`config.mk`:
```
export PLATFORM = sky130hd
export DESIGN_NAME = gyms16_boot_sequencer
export DESIGN_NICKNAME = d
export VERILOG_FILES = /design/src/rtl/gyms16_boot_sequencer.sv
export SDC_FILE = /design/constraint.sdc
export NUM_CORES = 1
export LEC_CHECK = 0
export ABC_AREA = 0
export CORE_MARGIN = 10
export CORE_UTILIZATION = 43
export CTS_CLUSTER_SIZE = 24
export DETAILED_ROUTE_END_ITERATION = 10
export GPL_ROUTABILITY_DRIVEN = 0
export MAX_ROUTING_LAYER = met4
export PLACE_DENSITY = 0.82
export SYNTH_ARGS = -nofsm -noshare
export SYNTH_HDL_FRONTEND = slang
export SYNTH_SLANG_ARGS = --single-unit
```
`constraint.sdc`:
```
create_clock -name clock -period 1.7 [get_ports clock]
set_input_delay 0.17 -clock clock [delete_from_list [all_inputs] [get_ports clock]]
set_output_delay 0.17 -clock clock [all_outputs]
set_load 0.1 [all_outputs]
```
`src/rtl/gyms16_boot_sequencer.sv`:
```
// Boot and run controller for the GYMS-16 core: streams instruction words
// into instruction memory, holds the core in reset for a fixed time, then
// supervises execution until an error, a halt request or the watchdog.
module gyms16_boot_sequencer #(
  parameter int unsigned DATA_WIDTH = 16,
  parameter int unsigned ADDR_WIDTH = 8,
  parameter int unsigned DEPTH      = 256,
  parameter int unsigned RESET_HOLD = 2,
  parameter int unsigned RUN_LIMIT  = 100
) (
  input  logic                  clock,
  input  logic                  reset,
  input  logic                  load_start,
  input  logic                  load_valid,
  input  logic [DATA_WIDTH-1:0] load_data,
  input  logic                  load_last,
  output logic                  load_ready,
  output logic                  im_we,
  output logic [ADDR_WIDTH-1:0] im_addr,
  output logic [DATA_WIDTH-1:0] im_wdata,
  output logic                  core_reset,
  input  logic                  halt_req,
  input  logic                  error_flag,
  input  logic                  zero_flag,
  output logic                  busy,
  output logic                  done,
  output logic [1:0]            halt_cause,
  output logic [ADDR_WIDTH:0]   word_count,
  output logic [15:0]           cycle_count,
  output logic                  zero_at_halt
);

  localparam int unsigned WC_W = ADDR_WIDTH + 1;
  localparam int unsigned HW   = (RESET_HOLD > 1) ? $clog2(RESET_HOLD) : 1;

  typedef enum logic [2:0] {
    S_IDLE,
    S_LOAD,
    S_HOLD,
    S_RUN,
    S_HALT
  } state_t;

  state_t        state, state_nx;
  logic [HW-1:0] hold_cnt;
  logic          start_load;
  logic          xfer;
  logic          load_end;
  logic          wdog;
  logic          run_exit;
  logic [1:0]    cause_nx;

  // Handshake and termination qualifiers shared by the FSM and datapath.
  always_comb begin
    start_load = load_start && ((state == S_IDLE) || (state == S_HALT));
    xfer       = (state == S_LOAD) && load_valid && load_ready;
    load_end   = xfer && (load_last || (word_count == WC_W'(DEPTH - 1)));
    wdog       = (cycle_count == 16'(RUN_LIMIT - 1));
  end

  // Next-state logic and run exit cause with fixed priority.
  always_comb begin
    state_nx = state;
    cause_nx = 2'b00;
    run_exit = 1'b0;
    unique case (state)
      S_IDLE: if (load_start) state_nx = S_LOAD;
      S_LOAD: if (load_end) state_nx = S_HOLD;
      S_HOLD: if (hold_cnt == HW'(RESET_HOLD - 1)) state_nx = S_RUN;
      S_RUN: begin
        run_exit = 1'b1;
        if (error_flag)    cause_nx = 2'b01;
        else if (halt_req) cause_nx = 2'b10;
        else if (wdog)     cause_nx = 2'b11;
        else               run_exit = 1'b0;
        if (run_exit) state_nx = S_HALT;
      end
      S_HALT: if (load_start) state_nx = S_LOAD;
      default: state_nx = S_IDLE;
    endcase
  end

  // State register and state-decoded control outputs, registered from next state.
  always_ff @(posedge clock or negedge reset) begin
    if (!reset) begin
      state      <= S_IDLE;
      load_ready <= 1'b0;
      core_reset <= 1'b0;
      busy       <= 1'b0;
      done       <= 1'b0;
      hold_cnt   <= '0;
    end else begin
      state      <= state_nx;
      load_ready <= (state_nx == S_LOAD);
      core_reset <= (state_nx == S_RUN);
      busy       <= (state_nx == S_LOAD) || (state_nx == S_HOLD) || (state_nx == S_RUN);
      done       <= (state_nx == S_HALT);
      hold_cnt   <= (state == S_HOLD) ? hold_cnt + HW'(1) : '0;
    end
  end

  // Memory write port: one-cycle write pulse per accepted word.
  always_ff @(posedge clock or negedge reset) begin
    if (!reset) begin
      im_we    <= 1'b0;
      im_addr  <= '0;
      im_wdata <= '0;
    end else begin
      im_we <= xfer;
      if (start_load) begin
        im_addr <= '0;
      end else if (xfer) begin
        im_addr  <= word_count[ADDR_WIDTH-1:0];
        im_wdata <= load_data;
      end
    end
  end

  // Load/run statistics; cleared on a new load and held through HALT.
  always_ff @(posedge clock or negedge reset) begin
    if (!reset) begin
      word_count   <= '0;
      cycle_count  <= '0;
      halt_cause   <= '0;
      zero_at_halt <= 1'b0;
    end else if (start_load) begin
      word_count  <= '0;
      cycle_count <= '0;
      halt_cause  <= '0;
    end else begin
      if (xfer) word_count <= word_count + WC_W'(1);
      if (state == S_RUN) begin
        if (cycle_count != '1) cycle_count <= cycle_count + 16'd1;
        if (run_exit) begin
          halt_cause   <= cause_nx;
          zero_at_halt <= zero_flag;
        end
      end
    end
  end

endmodule

```
==> flow_summary_export.csv, run 1 <==
group,metric,value,unit
status,status,"finished, violations left",
status,failed_checks,"negative setup slack",
yosys,synth_area,2840,sq um
setup_path,rrSetupSlack,-0.006,ns
die,initial_core_util,44.5,%
sta,fin_ws,-0.00609,ns
global_routing,antenna_found_initial,0,
worst_hold_path,hp-class,"input port to asynchronous set/reset pin",
placed_design,place_hpwl,6.19,mm
yosys,syn-num-nets,326,
power,p_per_area,1720,nW/um^2
clock_network,clock-root-buffer,"clkbuf_8",
setup_path,worstSetupPathType,"register to register",
yosys,yosysWarnings,0,
setup_path,crit_end,"cycle_count[5]",
yosys,synth_compound_area_share,9.82,%
yosys,synth_cell_types,46,
route,dr.pass1.iters,5,
route,wl,8.77,mm
layout,antenna_cells,0,
placed_design,port-buffer-count,80,
sta,setup_viol,3,
power,leakage,2.04,nW
clock_network,cts_tree,"done",
route,viasPerCell,5.54,
die,die_height,101,um
layout,design_area,4540,sq um
route,num_vias,2727,
die,die_w,101,um
setup_path,critPathMaxFanout,10,
yosys,synth-seq-cells,61,
yosys,syn_inst,299,
layout,multi_input_area,1320,sq um
setup_path,endpoint_kind,"register",
flow_run,cap_violations,0,
clock_network,cts_buffers,9,
layout,areaGrowthSynthToFinish,59.6,%
layout,drive_gt1_share,39.8,%
sta,rsz0062_at_grt,"true",
global_routing,gr-total-overflow,0,
setup_path,r2r_cells,6,
die,die_area,10300,sq um
clock_network,clkTransAtPathRegs,0.07,ns
setup_path,reg2reg_from,"cycle_count[2]",
route,drt_iter0_drc,214,
sta,whs,0.367,ns
yosys,synth_seq_area_share,53.7,%
sta,tightest_slew,0.354,ns
setup_path,crit_family,"simple AND/OR/NAND/NOR gates",
global_routing,grt_pass1_wl,13.4,mm
layout,seq_area,1590,sq um
route,ant_nets,0,
global_routing,grt_start_max_net_pins,62,
placed_design,post_dp_cell_area,4200,sq um
sta,fin_crit_sh,100,%
route,wire_per_inst,17.8,um
clock_network,htreeDepth,3,
setup_path,cp.depth,6,
sta,period_needed,1.71,ns
yosys,synth_edf_count,0,
power,max-vdd-ir-drop,1.68,mV
yosys,synth_xor_area_share,1.54,%
route,drcViolationCount,0,
yosys,syn_avg_cell_area,9.51,sq um
setup_path,slowest_delay,0.51,ns
placed_design,place_inst,470,
global_routing,grt_pass1_vias,2689,
die,core-area,6390,sq um
yosys,yosys.area_share.simple,28.3,%
layout,final_cells,492,
yosys,synthArstFlopShare,100,%
sta,worst_clock_skew,0.00839,ns
global_routing,track_usage,16.7,%
sta,max_slew_margin,76.3,%
setup_path,cp_slowest_cell,"dfrtp_4",
layout,fin_nets,437,
yosys,ys.flop_type,"dfrtp_1",
clock_network,clock_path_buffers,2,
die,core.rowCount,29,
sta,hold_viol,0,
yosys,synthAdderAreaFrac,1.32,%
setup_path,reg2reg_to,"cycle_count[5]",
sta,slew_viol_final,0,
setup_path,worst_ep_arrival_time,1.97,ns
setup_path,crit_path_start,"cycle_count[2]",
setup_path,critPathLaunchType,"register",
die,io_pins,81,
yosys,muxShareOfSynthArea,0.748,%
setup_path,critPathRequiredTime,1.96,ns
clock_network,clock_latency,0.33,ns
setup_path,worstPathCellList,"buf_12 > nand4_1 > nor4_2 > buf_4 > or4_4 > o21ai_2",
setup_path,path_buf_inv,2,
sta,fin_setup_tns,-0.00641,ns
power,power.total,7.78,mW
yosys,synth_top_family_by_area,"simple AND/OR/NAND/NOR gates",
layout,fill_cells,417,
clock_network,numClockSinks,61,
sta,max_freq,0.586,GHz
## cell type report
class | count | area share [%]
well taps | 77 | 2.12
multi-input cells | 217 | 29.1
flip-flops and latches | 61 | 35.0
clock buffers | 13 | 3.72
repair buffers | 116 | 28.7
inverters | 5 | 0.414
clock inverters | 3 | 0.938
## registers in the layout, summed over array words and instances, names as in the netlist
signal and cells:
busy 1, core_reset 1, cycle_count 16, done 1, halt_cause 2, hold_cnt 1, im_addr 8, im_wdata 16
im_we 1, load_ready 1, state 3, word_count 9, zero_at_halt 1
## layer usage
metal  track usage (%)  wire length (um)  vias to the layer above
met5                 -                 0                        -
met3              3.34               464                       15
li1                  -                 -                     1273
met1              19.2              3400                     1347
met2              27.8              4720                       92
met4              6.97               191                        0
## stage by stage
| step | utilization (%) | setup WS, ns |
|---|---|---|
| after floorplan | - | -0.213 |
| after global placement | 65.7 | -0.0282 |
| after detailed placement | 65.7 | -0.0828 |
| after CTS | 69.4 | 0.00275 |
| after global routing | 71.0 | -0.0858 |
| final | 71.0 | -0.00609 |
## worst register-to-register path: stages (launching register included)
cell and delay, ns:
dfrtp_4 0.51, buf_12 0.15, nand4_1 0.16, nor4_2 0.09, buf_4 0.18, or4_4 0.49, o21ai_2 0.07
## worst min-delay path by stage
stage,startpoint,endpoint,slack (ns),depth (start not counted)
floorplan,reset,busy,-0.13,0
global placement,reset,halt_cause[1],0.20,2
detailed placement,reset,halt_cause[1],0.20,2
CTS,load_data[11],im_wdata[11],0.35,3
global route,load_data[2],im_wdata[2],0.37,3
finish,reset,halt_cause[1],0.37,3
## logic make-up after synthesis
kind of cell	Yosys count
AO/OA/AOI/OAI	43
XOR/XNOR	5
flip-flops	61
multiplexers	2
AND/OR/NAND/NOR	164
buffers and inverters	21
adder cells (fa/ha/maj)	3
## cell usage after synthesis (2+ instances only)
library cell	instances	area share [%]
a31oi_1	3	0.66
buf_2	4	0.70
a211oi_1	2	0.53
nand2b_1	2	0.44
nand4_1	10	2.2
a22oi_1	2	0.53
ha_1	3	1.3
or3_1	3	0.66
inv_1	4	0.53
o21ai_1	3	0.53
or2_2	3	0.66
nor4b_1	2	0.62
o21ai_0	8	1.4
nand3_1	22	3.9
o211ai_1	5	1.3
clkbuf_1	4	0.53
nor3_1	5	0.88
buf_6	5	2.0
o31ai_1	6	1.6
a21oi_1	9	1.6
xnor2_1	5	1.5
buf_4	2	0.53
and4_1	4	1.2
nor2_1	16	2.1
or4_1	5	1.3
dfrtp_1	61	54
nand2_1	78	10
nor4_1	5	1.1
## where the power goes
group          internal (mW)  switching (mW)  total [mW]
Combinational           1.16            3.21        4.37
Sequential              1.82           0.236        2.06
Clock                  0.796           0.552        1.35
## placed cells by master, fill, tap and decap left out, types with 5 or more instances in the layout
cell and n:
o21ai_0 5, o21ai_1 5, dfrtp_4 12, nand4_1 10
clkbuf_8 12, a21oi_1 8, buf_12 29, clkdlybuf4s50_1 22
nor2_1 15, o31ai_1 6, nand2_1 77, o211ai_1 5
dfrtp_1 35, dfrtp_2 14, buf_4 61, xnor2_1 5
nand3_1 21
## timing repair
action,4_1_cts,5_1_grt
endpoints found under the hold margin,61,0
gates resized for setup,3,16
pin swaps,3,3
setup buffers,0,5
setup endpoints to repair,7,42
hold buffers,1,0
Power figures use the tool's default switching activity.
==> run 2: changes to the inputs <==
CAP_MARGIN = 20   (was not set)
REMOVE_ABC_BUFFERS = 1   (was not set)
==> run 2 against run 1 <==
Effect of this change: the flow still finishes with violations (negative setup slack); sequential power is 2% lower; cell count grew 3.7%; global-route usage grew 1.4 points; non-clock buffer count up 19; critical path depth unchanged; maximum frequency shrank 4.9%; clock power decreased by 3%; critical endpoint is now cycle_count[15]; highest routed layer unchanged.
==> flow_summary_export.csv, run 2 (synthesis gave the netlist of run 1 again) <==
group,metric,value,unit
layout,fill_cells,455,
placed_design,dp_slack,-0.122,ns
power,max-vdd-ir-drop,1.64,mV
worst_hold_path,hp-class,"input port to asynchronous set/reset pin",
route,ant_nets,0,
route,wl,9.24,mm
clock_network,clock-root-buffer,"clkbuf_8",
power,seq_power_share,26.3,%
layout,fin_util,72.3,%
sta,max_freq,0.557,GHz
route,drcViolationCount,0,
layout,final_cell_mix,"nand2_1, buf_4, dfrtp_1, buf_12",
power,p_clk_share,17.1,%
sta,rsz0062_at_grt,"true",
global_routing,grt_pass1_wl,14.4,mm
clock_network,clock_latency,0.35,ns
clock_network,numClockSinks,61,
global_routing,grt_pass1_vias,3003,
setup_path,worst_ep_arrival_time,2.00,ns
setup_path,endpoint_kind,"register",
power,leakage,2.18,nW
die,die_w,101,um
power,p_sw,3.98,mW
layout,final_cells,510,
layout,final_common_cell,"nand2_1",
clock_network,cts_buffers,9,
die,initial_core_util,44.5,%
power,p_per_area,1660,nW/um^2
setup_path,crit_family,"compound AO/OA/AOI/OAI gates",
route,viasPerCell,5.73,
power,p_comb_share,56.6,%
sta,whs,0.350,ns
layout,antenna_cells,0,
clock_network,clkTransAtPathRegs,0.08,ns
global_routing,grt_start_max_net_pins,62,
setup_path,critPathLaunchType,"register",
layout,reg_top3,"cycle_count: 16 flops, im_wdata: 16 flops, word_count: 9 flops",
sta,setup_viol,5,
layout,seq_area,1530,sq um
flow_run,cap_violations,0,
layout,multi_input_area,1280,sq um
die,core.rowCount,29,
power,power.total,7.68,mW
power,p_int,3.70,mW
placed_design,post_dp_cell_area,4250,sq um
route,drt_iter0_drc,164,
setup_path,worstPathCellList,"ha_4 > nand4_1 > o211ai_1 > buf_4 > o31ai_1 > a21oi_2",
sta,max_slew_margin,71.0,%
clock_network,htreeDepth,3,
route,num_vias,2920,
setup_path,slowest_delay,0.42,ns
placed_design,place_hpwl,6.23,mm
setup_path,cp_slowest_cell,"dfrtp_1",
global_routing,gr-total-overflow,0,
global_routing,antenna_found_initial,0,
setup_path,critPathRequiredTime,1.91,ns
placed_design,port-buffer-count,80,
setup_path,path_buf_inv,1,
die,die_area,10300,sq um
sta,hold_viol,0,
die,core-area,6390,sq um
sta,fin_ws,-0.0947,ns
layout,fin_nets,456,
route,dr.pass1.iters,5,
power,switching_share,51.8,%
placed_design,place_inst,489,
status,status,"finished, violations left",
sta,period_needed,1.79,ns
route,wire_per_inst,18.1,um
sta,fin_crit_sh,106,%
die,die_height,101,um
sta,worst_clock_skew,0.0117,ns
setup_path,critPathMaxFanout,5,
layout,areaGrowthSynthToFinish,62.5,%
die,io_pins,81,
clock_network,cts_tree,"done",
setup_path,worstSetupPathType,"register to register",
layout,drive_gt1_share,35.8,%
sta,slew_viol_final,0,
sta,fin_setup_tns,-0.148,ns
sta,tightest_slew,0.434,ns
clock_network,clock_path_buffers,2,
status,failed_checks,"negative setup slack",
layout,design_area,4620,sq um
global_routing,track_usage,18.1,%
-- run 2: changes by cell type in the layout (fill, tap and decap cells not counted), sizes merged --
cell      change
buf          +19
clkbuf        +1
clkinv        -1
clkinvlp      -1
-- run 2: tightest hold or removal path: cells and delay by family --
| kind | cells | cell delay [ns] |
|---|---|---|
| buffers and inverters | 3 | 0.93 |
-- run 2: power by group through the flow --
stage          clock network [mW]  registers (mW)  logic, mW
5_1_grt                      1.37            2.05       4.56
4_1_cts                      1.31            2.01       4.27
3_5_place_dp                    0            2.02       4.23
6_report                     1.31            2.02       4.35
2_1_floorplan                   0            4.22      0.698
3_3_place_gp                    0            2.01       4.17
-- run 2: final timing paths --
| path | slack (ns) | cells after the start | start | endpoint |
|---|---|---|---|---|
| max | -0.09 | 6 | cycle_count[1] | cycle_count[15] |
| min | 0.35 | 3 | reset | cycle_count[3] |
| max reg2reg | -0.09 | 6 | cycle_count[1] | cycle_count[15] |
| min reg2reg | 0.44 | 1 | hold_cnt | hold_cnt |
| max in group asynchronous | 1.05 | 3 | reset | cycle_count[2] |
| min in group clock | 0.35 | 3 | load_data[6] | im_wdata[6] |
-- run 2: what timing repair did --
| action | 4_1_cts | 5_1_grt |
|---|---|---|
| endpoints found under the setup margin | 23 | 38 |
| setup buffers | 0 | 5 |
| cloned | 0 | 0 |
| pin swaps | 4 | 9 |
| endpoints found under the hold margin | 61 | 0 |
| hold buffers | 1 | 0 |
| resized for setup | 8 | 26 |
-- run 2: per-layer routing --
| metal | global-route usage [%] | wire [um] | vias to the layer above |
|---|---|---|---|
| met1 | 20.1 | 3550 | 1420 |
| met5 | - | 0 | - |
| met4 | 8.04 | 229 | 0 |
| met2 | 28.8 | 4570 | 156 |
| li1 | - | - | 1312 |
| met3 | 6.06 | 890 | 32 |
-- run 2: area by class of cell --
cell class,instances,area share (%)
clock inverter,1,0.650
multi-input combinational,217,27.6
timing repair buffer,135,32.5
clock buffer,14,3.52
inverter,5,0.460
sequential,61,33.2
tap,77,2.09
==> RTL change 1: new RTL, config.mk and constraints of run 1 <==
Reset style: synchronous (`reset`), changed in 3 clocked blocks.
--- a/src/rtl/gyms16_boot_sequencer.sv
+++ b/src/rtl/gyms16_boot_sequencer.sv
@@ -82,5 +82,5 @@
 
   // State register and state-decoded control outputs, registered from next state.
-  always_ff @(posedge clock or negedge reset) begin
+  always_ff @(posedge clock) begin
     if (!reset) begin
       state      <= S_IDLE;
@@ -101,5 +101,5 @@
 
   // Memory write port: one-cycle write pulse per accepted word.
-  always_ff @(posedge clock or negedge reset) begin
+  always_ff @(posedge clock) begin
     if (!reset) begin
       im_we    <= 1'b0;
@@ -118,5 +118,5 @@
 
   // Load/run statistics; cleared on a new load and held through HALT.
-  always_ff @(posedge clock or negedge reset) begin
+  always_ff @(posedge clock) begin
     if (!reset) begin
       word_count   <= '0;
Formal check against the unedited RTL: differs if reset is asserted again (counterexample within 4 cycles, from zero or initial values and one cycle with reset low); with reset held inactive, the same outputs for 10 cycles.
==> RTL change 1 against run 1 <==
The flow still finishes with violations (setup timing); sequential share of layout area is 7.5 points lower; count of clock-buffer cells in the layout stayed put; critical path depth is 1 lower; design area is 3.7% higher; non-clock buffer count is 21 higher; clock skew is 0.0043 ns higher; global-route usage is 1.3 points higher; worst setup slack worse by 0.22 ns; wire length is 16% higher; sequential cell count stayed put; synthesized area is 7.0% lower; cell count is 7.1% higher.
Power is not compared: it rests on default switching activity, and its combinational part moved more than twofold at a synthesized area within 25%.
==> RTL change 1: results (changes against run 1) <==
Vias in the first global route - 2898 (+7.8%)
Multi-input logic area - 1610 µm² (+22%)
Drt wl/cell - 19.2 µm (+7.9%)
Final WL - 10.1 mm (+16%)
Hold/Removal Path Class - input pin to flop
Setup TNS - -0.853 ns (-0.847 ns)
Clock skew - 0.0127 ns (+0.00432 ns)
Placed instance area - 4080 µm² (-2.8%)
Outcome - finished with violations
DP Cell Count - 496 (+5.5%)
Post-CTS Setup Bufs - 8 (+8)
Seq/Total Area, Yosys - 46.2% (-7.5 points)
Crit path max-delay family - compound AO/OA/AOI/OAI gates
R2r endpoint - halt_cause[0]
Mux cell area share after synthesis - 2.65% (+1.9 points)
Fill count - 365 (-12%)
Post-CTS Resized - 19 (+16)
Synth area leaders - dfxtp_1 (46%), nand2_1 (9.8%), a21oi_1 (6.6%)
Storage cell area - 1300 µm² (-18%)
First-pass GRT wire length - 14.1 mm (+4.8%)
Commonest cells post-synth - nand2_1 (69), dfxtp_1 (61), a21oi_1 (35)
Hold slack - 0.366 ns (-0.000760 ns)
Initial DRC count - 165 (-23%)
Tapcell Cnt - 75 (-2.6%)
Compound-cell area share of the yosys netlist - 15.3% (+5.5 points)
Non-clock buffer instance count of the final layout - 137 (+18%)
CP arrival - 2.15 ns (+0.18 ns)
Netlist cell types - 45 (-2.2%)
Ys async rst share - 0% (-100 points)
FF-to-FF path depth - 5 (-1)
Vias - 3045 (+12%)
Slowest CP cell - or4_4
CP peak stage delay - 0.54 ns (+0.03 ns)
Maximum fanout along the worst path - 2 (-8)
Syn avg cell area - 8.34 µm² (-12%)
Clk buf depth - 2 (unchanged)
Nets - 474 (+8.5%)
Clock buffer count - 13 (unchanged)
Slack of the critical path - -0.225 ns (-0.219 ns)
Multi-input logic cell count - 231 (+6.5%)
CTS buffer count - 9 (unchanged)
Detailed placement HPWL - 6.04 mm (-2.4%)
Total GRT Usage - 18.0% (+1.3 points)
Seq/total area - 27.6% (-7.5 points)
Buffering overhead - 30.9% (+2.2 points)
Inverters - 7 (+2)
Post-synthesis xor/xnor area fraction - 2.32% (+0.78 points)
CP startpoint - cycle_count[8]
Adder-Cell Fraction of Synth Area - 1.42% (+0.099 points)
Mapped Nets - 344 (+5.5%)
Layout cell share with drive strength beyond 1 - 44.5% (+4.7 points)
Final setup vio count - 12 (+9)
Largest net degree at the start of global routing - 29 (-53%)
Clk tree area frac - 4.68% (+0.019 points)
Prevailing post-synth register cell - dfxtp_1
Failing checks - setup timing
==> RTL change 1: cell count changes in the layout (fill, tap and decap cells not counted), sizes merged, moves of 5 or more <==
cell          run 1  this run
dfrtp            61         0
dfxtp             0        61
a21oi             9        36
buf              93       114
nand3            22         9
nand2            78        69
o21ai            11         4
mux2i             1         7
xor2              0         6
o21a              0         5
or3               3         8
==> RTL change 1: layer usage <==
layer | wire, µm | part of all wire, % | GRT usage (%) | up-vias
met2 | 5120 | 50 | 29.5 | 154
met3 | 728 | 7.2 | 4.96 | 34
met5 | 0 | 0 | - | -
met4 | 303 | 3.0 | 7.72 | 0
li1 | - | - | - | 1393
met1 | 3990 | 39 | 20.1 | 1464
==> RTL change 1: worst reg2reg max path, cell delays in order, from the launching register on <==
cell and delay, ns:
dfxtp_2 0.34, or4_4 0.54, buf_6 0.14, o41ai_4 0.31, a21oi_1 0.12, a311oi_1 0.36
==> RTL change 2: new RTL, flow settings as in run 1 <==
Made on the original files. The parameter `DATA_WIDTH` goes from 16 to 14.
--- a/src/rtl/gyms16_boot_sequencer.sv
+++ b/src/rtl/gyms16_boot_sequencer.sv
@@ -3,5 +3,5 @@
 // supervises execution until an error, a halt request or the watchdog.
 module gyms16_boot_sequencer #(
-  parameter int unsigned DATA_WIDTH = 16,
+  parameter int unsigned DATA_WIDTH = 14,
   parameter int unsigned ADDR_WIDTH = 8,
   parameter int unsigned DEPTH      = 256,
Ports: changed (resized im_wdata and load_data); port bits go from 81 to 77. No check against the original RTL was run, so the function may have changed too.
==> RTL change 2 against run 1 <==
The run still ends with setup timing left; sequential share of layout area down 1.5 points; sequential cell count down 2; synthesized area decreased by 2.9%; count of clock-buffer cells in the layout down 3; worst setup slack worse by 0.016 ns; power fell by 2.4%; combinational power fell by 3%; design area grew 1.6%; wire length shrank 1.5%; cell count grew 0.41%; die area down 2.3%; largest power group unchanged; maximum frequency down 0.91%.
==> RTL change 2: results (changes against run 1) <==
Outcome - finished with violations
Failing checks - setup timing
Maximum fanout along the worst path - 4 (-6)
Place WS - -0.0431 ns (+0.0397 ns)
Nets - 437 (unchanged)
Hold/Removal Path Class - input pin to flop
Vias - 2736 (+0.33%)
Layout cell share with drive strength beyond 1 - 44.4% (+4.6 points)
Final WL - 8.64 mm (-1.5%)
Clk slew on worst S/H paths - 0.07 ns (about the same)
CP startpoint - cycle_count[0]
Total GRT Usage - 17.3% (+0.58 points)
Peak supply drop - 0.00178 V (+6.0%)
Static Leak - 2.10 nW (+2.7%)
Placed instance area - 4170 µm² (-0.66%)
Syn avg cell area - 9.52 µm² (+0.11%)
CTS buffer count - 9 (unchanged)
Seq/Total Area, Yosys - 53.5% (-0.21 points)
Worst skew pair latency - 0.34 ns
Largest registers - cycle_count x16, im_wdata x14, word_count x9
Netlist cell types - 45 (-2.2%)
DRT Pass-1 Iters - 4 (-1)
CTS H-tree depth - 3 (unchanged)
Clock skew - 0.0113 ns (+0.00295 ns)
Critical Path Start Type - flop
Detailed placement HPWL - 5.94 mm (-4.0%)
Worst Tran Pin Value - 0.579 ns (+0.225 ns)
DP Cell Count - 464 (-1.3%)
CP arrival - 1.98 ns
Synth area leaders - dfrtp_1 (53%), nand2_1 (10%), nand3_1 (3.8%)
Mapped Nets - 315 (-3.4%)
Final setup vio count - 3 (unchanged)
Non-filler instance count after layout - 494 (+0.41%)
First-pass GRT wire length - 13.8 mm (+2.9%)
Commonest cells post-synth - nand2_1 (74), dfrtp_1 (59), nand3_1 (21)
Initial DRC count - 159 (-26%)
CTS root buf - clkbuf_8
Slack of the critical path - -0.0217 ns (-0.0156 ns)
Clk buf depth - 2 (unchanged)
Fill count - 399 (-4.3%)
IO buf count - 76 (-5.0%)
Largest net degree at the start of global routing - 26 (-58%)
Vias in the first global route - 2808 (+4.4%)
Ys Warns - 0 (unchanged)
[RTL change 2: cell types whose count changed in the layout (fill, tap and decap cells not counted), moves of 3 or more]
| cell | delta |
|---|---|
| clkinv_2 | +3 |
| clkbuf_8 | -3 |
| o21ai_1 | -4 |
| buf_6 | +3 |
| nand2_1 | -4 |
| a21oi_2 | +6 |
| a21oi_1 | -5 |
| buf_4 | +7 |
[RTL change 2: worst paths after layout]
path	end	slack (ns)	cells past startpoint
min reg2reg	hold_cnt	0.43	1
max	cycle_count[13]	-0.02	5
max in group asynchronous	im_wdata[7]	0.76	3
min in group asynchronous	state[1]	0.37	2
min	im_wdata[11]	0.36	3
max reg2reg	cycle_count[13]	-0.02	5
[RTL change 2: cell type report]
cell class,instances,area share (%)
Sequential cell,59,33.5
Timing Repair Buffer,125,30.2
Multi-Input combinational cell,210,29.0
Clock buffer,10,2.77
Tap cell,77,2.09
Clock inverter,6,1.74
Inverter,7,0.679
[RTL change 2: what timing repair did]
| item | CTS | global route |
|---|---|---|
| pin swaps | 10 | 11 |
| hold endpoints to repair | 23 | 0 |
| gates resized for setup | 6 | 24 |
| setup buffers | 6 | 8 |
| endpoints found under the setup margin | 29 | 38 |
| hold buffers | 1 | 0 |
[RTL change 2: worst max-delay path, stage by stage, from the launching register on]
cell	delay, ns
dfrtp_4	0.49
ha_4	0.18
nand4_1	0.13
o211ai_1	0.17
or4_1	0.52
a21oi_2	0.14
[RTL change 2: logic make-up after synthesis]
logic type      count (synthesis)  share of synthesized area, %
compound gates                 39                          9.11
xor+xnor                        5                          1.59
simple gates                  159                          28.9
buf+inv                        21                          4.03
mux                             4                          1.50
flops                          59                          53.5
fa+ha+maj                       3                          1.36
[RTL change 2: per-stage QoR]
stage	power, mW	utilization, %	TNS [ns]
floorplan	4.87	-	-1.36
global route	7.90	73.4	-0.654
CTS	7.51	70.8	-0.107
finish	7.60	73.4	-0.0499
global placement	6.01	66.4	0
detailed placement	6.09	66.4	-0.316
[RTL change 2: report_power, final]
part	switching, mW	internal [mW]	leakage, nW
Sequential	0.237	1.76	0.744
Combinational	3.02	1.21	1.24
Clock	0.557	0.815	0.110
Total	3.81	3.78	2.10
[RTL change 2: per-layer routing]
metal / up-vias / wire (µm) / GRT usage, %
met5: - / 0 / -
met4: 0 / 174 / 6.09
met3: 17 / 464 / 4.46
met1: 1361 / 3530 / 20.1
met2: 92 / 4480 / 28.3
li1: 1266 / - / -
